`config.mk`:
```
export PLATFORM = sky130hd
export DESIGN_NAME = dmem_ctrl
export DESIGN_NICKNAME = d
export VERILOG_FILES = /design/src/rtl/dmem_ctrl.sv
export SDC_FILE = /design/constraint.sdc
export NUM_CORES = 1
export LEC_CHECK = 0
export BUFFER_PORTS_ARGS = -buffer_cell sky130_fd_sc_hd__buf_4
export CORE_MARGIN = 3
export CORE_UTILIZATION = 43
export DETAILED_ROUTE_END_ITERATION = 16
export PLACE_DENSITY = 0.77
export SYNTH_ARGS = -nofsm -noshare
export SYNTH_HDL_FRONTEND = slang
export SYNTH_SLANG_ARGS = --single-unit
```
`constraint.sdc`:
```
create_clock -name clk -period 1.9 [get_ports clk]
set_input_delay 0.38 -clock clk [delete_from_list [all_inputs] [get_ports clk]]
set_output_delay 0.38 -clock clk [all_outputs]
set_load 0.005 [all_outputs]
```
`src/rtl/dmem_ctrl.sv`:
```
// Data-memory access controller: turns M-stage load/store requests into a
// req/ack memory transaction, stalling the pipeline until it completes.
// Optional misalignment trap enabled by defining DMEM_ALIGN_CHECK_EN.
module dmem_ctrl #(
    parameter int TIMEOUT = 16
) (
    input  logic        clk,
    input  logic        reset,
    input  logic        MemWriteM,
    input  logic        MemtoRegM,
    input  logic [31:0] ALUResultM,
    input  logic [31:0] WriteDataM,
    input  logic [3:0]  byteEnable,
    output logic [31:0] ReadDataM,
    output logic        stall,
    output logic        mem_req,
    output logic        mem_we,
    output logic [31:0] mem_addr,
    output logic [31:0] mem_wdata,
    output logic [3:0]  mem_be,
    input  logic        mem_ack,
    input  logic [31:0] mem_rdata,
    output logic        err,
    output logic [1:0]  dbg_state
);

    // Handshake: mem_req stays high with mem_we/mem_addr/mem_wdata/mem_be held
    // stable until the memory returns a single-cycle mem_ack; mem_ack is
    // meaningful only while mem_req=1 and mem_rdata is sampled with it.
    typedef enum logic [1:0] {
        IDLE = 2'd0,
        BUSY = 2'd1,
        DONE = 2'd2
    } state_t;

    localparam logic [7:0] TO_LAST = 8'(TIMEOUT - 1);

    state_t      state_q, state_d;
    logic [7:0]  cnt_q, cnt_d;
    logic [31:0] rdata_q, rdata_d;
    logic        err_q, err_d;
    logic        we_q, load_q;
    logic [31:0] addr_q, wdata_q;
    logic [3:0]  be_q;
    logic        accept;
    logic        stall_c;
    logic        req_c;
    logic        req;
    logic        misaligned;

    assign req = MemWriteM | MemtoRegM;

`ifdef DMEM_ALIGN_CHECK_EN
    always_comb begin
        misaligned = 1'b0;
        if (byteEnable == 4'b1111 && ALUResultM[1:0] != 2'b00) misaligned = 1'b1;
        if ((byteEnable == 4'b0011 || byteEnable == 4'b1100) && ALUResultM[0]) misaligned = 1'b1;
    end
`else
    logic [1:0] unused_addr_lo;
    assign unused_addr_lo = ALUResultM[1:0];
    assign misaligned     = 1'b0;
`endif

    always_comb begin
        state_d = state_q;
        cnt_d   = cnt_q;
        rdata_d = rdata_q;
        err_d   = err_q;
        accept  = 1'b0;
        stall_c = 1'b0;
        req_c   = 1'b0;
        case (state_q)
            IDLE: begin
                if (req) begin
                    stall_c = 1'b1;
                    cnt_d   = 8'd0;
                    if (misaligned) begin
                        state_d = DONE;
                        err_d   = 1'b1;
                        if (!MemWriteM) rdata_d = 32'h0;
                    end else begin
                        accept  = 1'b1;
                        state_d = BUSY;
                    end
                end
            end
            BUSY: begin
                stall_c = 1'b1;
                req_c   = 1'b1;
                // An ack on the final counted cycle still wins over the timeout.
                if (mem_ack) begin
                    state_d = DONE;
                    cnt_d   = 8'd0;
                    if (load_q) rdata_d = mem_rdata;
                end else if (cnt_q == TO_LAST) begin
                    state_d = DONE;
                    cnt_d   = 8'd0;
                    err_d   = 1'b1;
                    if (load_q) rdata_d = 32'hDEADBEEF;
                end else begin
                    cnt_d = cnt_q + 8'd1;
                end
            end
            DONE: begin
                state_d = IDLE;
            end
            default: begin
                state_d = IDLE;
            end
        endcase
    end

    always_ff @(posedge clk or negedge reset) begin
        if (!reset) begin
            state_q <= IDLE;
            cnt_q   <= 8'd0;
            rdata_q <= 32'h0;
            err_q   <= 1'b0;
            we_q    <= 1'b0;
            load_q  <= 1'b0;
            addr_q  <= 32'h0;
            wdata_q <= 32'h0;
            be_q    <= 4'h0;
        end else begin
            state_q <= state_d;
            cnt_q   <= cnt_d;
            rdata_q <= rdata_d;
            err_q   <= err_d;
            if (accept) begin
                we_q    <= MemWriteM;
                load_q  <= ~MemWriteM;
                addr_q  <= {ALUResultM[31:2], 2'b00};
                wdata_q <= WriteDataM;
                be_q    <= byteEnable;
            end
        end
    end

    // Gate with reset so the IDLE-cycle combinational stall drops at once.
    assign stall     = stall_c & reset;
    assign mem_req   = req_c;
    assign mem_we    = we_q;
    assign mem_addr  = addr_q;
    assign mem_wdata = wdata_q;
    assign mem_be    = be_q;
    assign ReadDataM = rdata_q;
    assign err       = err_q;
    assign dbg_state = state_q;

endmodule

```
==> results.sh <==
export IMPL_post_synth_top_area_fraction=0.6433
export IMPL_synth_cell_area_mm2=0.004318
export IMPL_dp_slack_ns=0.1402
export IMPL_p_sw_mw=3.252
export IMPL_die_w_um=106.2
export IMPL_seq_area_frac_synth=0.6433
export IMPL_max_freq_ghz=0.5625
export IMPL_cts_buffer_depth=2
export IMPL_drtAntennaViolNets=0
export IMPL_synth_edff_count=0
export IMPL_antenna_found_initial=0
export IMPL_yosysWarnings=0
export IMPL_p_per_area_mw_per_mm2=1508
export IMPL_synthFlopType="dfrtp_1"
export IMPL_rsz0062_at_grt="false"
export IMPL_dp_hpwl_um=8034
export IMPL_fin_worst_skew_ns=0.01095
export IMPL_drtPass1Iterations=4
export IMPL_pin_count=211
export IMPL_routedWlPerCell_um=14.77
export IMPL_route_detailed_drc=0
export IMPL_path_clk_slew_ns=0.11
export IMPL_p_leak_nw=3.309
export IMPL_setup_ws_ns=0.1222
export IMPL_dp_cells=739
export IMPL_synthTopCellsByArea="dfrtp_1 (64%), nand2_1 (18%), o22a_1 (4.1%), a22o_1 (1.8%), clkbuf_1 (1.6%)"
export IMPL_drv_slew=0
export IMPL_clock_latency_ns=0.36
export IMPL_max_slew_margin=0.6240
export IMPL_ys_ff_latch=111
export IMPL_synthMostInstantiatedCell="nand2_1"
export IMPL_via_count=3630
export IMPL_numPortBuffers=206
export IMPL_path_max_fanout=9
export IMPL_yosysUniqueCellTypes=39
export IMPL_nets=727
export IMPL_grt_total_usage=0.1983
export IMPL_critical_path_class="reg2out"
export IMPL_synth_avg_cell_area_um2=10.28
export IMPL_combPwrFrac=0.422
export IMPL_die_area_mm2=0.01128
export IMPL_cts_tree="done"
export IMPL_dieHeight_um=106.2
export IMPL_hp_class="in2async"
export IMPL_switching_share=0.3499
export IMPL_worstSetupStartpoint="dbg_state[1]"
export IMPL_grt_overflow_total=0
export IMPL_drt_iter0_drc=166
export IMPL_p_clk_frac=0.143
export IMPL_avgViaCountPerCell=4.808
export IMPL_grt_pass1_vias=3555
export IMPL_synth_largest_area_cell="dfrtp_1"
export IMPL_critPathLaunchType="flip-flop"
export IMPL_layout_drive_gt1_share=0.3882
export IMPL_power_internal_mw=6.041
export IMPL_initial_utilization=0.4544
export IMPL_tns_ns=0
export IMPL_syn_to_final_growth_pct=42.71
export IMPL_outcome="complete, no violations"
export IMPL_core_mm2=0.009503
export IMPL_worstPathArrival_ns=1.40
export IMPL_synth_common_cells="nand2_1 (204), dfrtp_1 (111), o22a_1 (20), clkbuf_1 (18), a22o_1 (9)"
export IMPL_synth_cells=420
export IMPL_routabilityCongestion=0.7494
export IMPL_crit_required_ns=1.52
export IMPL_grt_first_pass_wirelength_um=17840
export IMPL_grt_max_degree=112
export IMPL_period_share=0.9357
export IMPL_ir_worst_vdd_uv=658.9
export IMPL_p_seq_frac=0.435
export IMPL_tightestPinTransition_ns=0.5639
export IMPL_insertedDiodeCount=0
export IMPL_htree_num_levels=3
export IMPL_finalHoldViolations=0
export IMPL_maxCapViolCount=0
export IMPL_num_fill_cells=796
export IMPL_cts_made_buffers=9
export IMPL_async_reset_ff_frac=1.000
export IMPL_num_rows=35
export IMPL_cp_end_kind="output port"
export IMPL_reg2reg_from="cnt_q[0]"
export IMPL_root_buffer="clkbuf_8"
export IMPL_placed_area_mm2=0.005978
export IMPL_design_area_mm2=0.006162
export IMPL_drt_wl_total_um=11150
export IMPL_setup_violations=0
export IMPL_finalNonFillerCells=755
export IMPL_cts_sinks=111
export IMPL_period_needed_ns=1.778
-- state kept, by name, summed over array words and instances, names as in the netlist --
register   count
ReadDataM     32
cnt_q          8
dbg_state      2
err            1
load_q         1
mem_addr      30
mem_be         4
mem_wdata     32
mem_we         1
-- routing by layer --
metal  GRT usage  vias up  wire length, um
met2      0.3348      136             5532
met4     0.06753        0              183
met5           0        -                0
li1            -     1763                -
met3     0.06072       16             1023
met1      0.2418     1715             4411
-- placed cells by master, fill, tap and decap left out, types with 2 or more instances in the layout --
master	netlist	routed
inv_6	0	3
dfrtp_1	111	111
buf_12	2	2
nand2_1	204	204
xnor2_1	3	3
and3_1	2	2
o22a_1	20	20
nor3b_1	2	2
clkinvlp_4	0	2
nor2_1	2	2
xor2_1	2	2
o21ai_0	3	3
o22a_2	4	4
clkbuf_8	0	9
nor3_1	7	7
a22o_1	9	9
conb_1	1	2
inv_1	2	2
buf_4	2	212
nand3_1	4	3
-- cells by family (layout without fill, tap and decap cells) --
family                   Yosys count  count (layout)  share of synthesized area
AO/OA/AOI/OAI                     40              40                    0.08346
XOR/XNOR                           5               5                    0.01014
adder cells (fa/ha/maj)            1               1                   0.002897
buffers and inverters             28             233                    0.03593
flip-flops                       111             111                     0.6433
other                              1               2                  0.0008685
AND/OR/NAND/NOR                  234             234                     0.2234
-- metrics by stage --
step	hold slack, ns	utilization	total power [mW]
floorplan	0.08441	-	5.724
global placement	0.4456	0.6291	7.925
detailed placement	0.4588	0.6291	8.077
CTS	0.1161	0.6479	9.419
global route	0.1271	0.6485	10.02
finish	0.1020	0.6485	9.293
-- power by group through the flow --
| stage | combinational (mW) | clock (mW) | sequential [mW] |
|---|---|---|---|
| after global placement | 3.86 | 0 | 4.06 |
| final | 3.92 | 1.33 | 4.04 |
| after CTS | 3.99 | 1.38 | 4.05 |
| after floorplan | 1.60 | 0 | 4.12 |
| after detailed placement | 4.00 | 0 | 4.08 |
| after global routing | 4.36 | 1.47 | 4.20 |
-- timing repair --
action,CTS,global route
buffers inserted,0,0
hold buffers,0,0
setup endpoints to repair,0,7
resized for setup,0,1
-- final cells by class --
cell class	count	area (um^2)	area share
multi-input combinational	282	1401	0.2274
clock buffer	9	123.9	0.02010
clock inverter	7	55.05	0.008934
timing repair buffer	214	1632	0.2648
inverter	3	11.26	0.001827
tap	129	161.4	0.02619
sequential	111	2778	0.4508
-- critical path, cell delays in order (launching register included) --
cell and delay [ns]:
dfrtp_1 0.54, nand2b_1 0.26, inv_2 0.09, buf_4 0.15
-- path summary, 6_finish.rpt --
| check | depth (start not counted) | slack [ns] | endpoint |
|---|---|---|---|
| worst min-delay path | 2 | 0.10 | ReadDataM[10] |
| worst max-delay path | 3 | 0.12 | mem_req |
| worst max register to register | 6 | 0.13 | ReadDataM[25] |
| worst min register to register | 1 | 0.48 | err |
| max in group asynchronous | 2 | 1.38 | mem_wdata[12] |
| min in group clk | 3 | 0.19 | mem_be[0] |
Note: power is estimated with default switching activity, not from simulation.
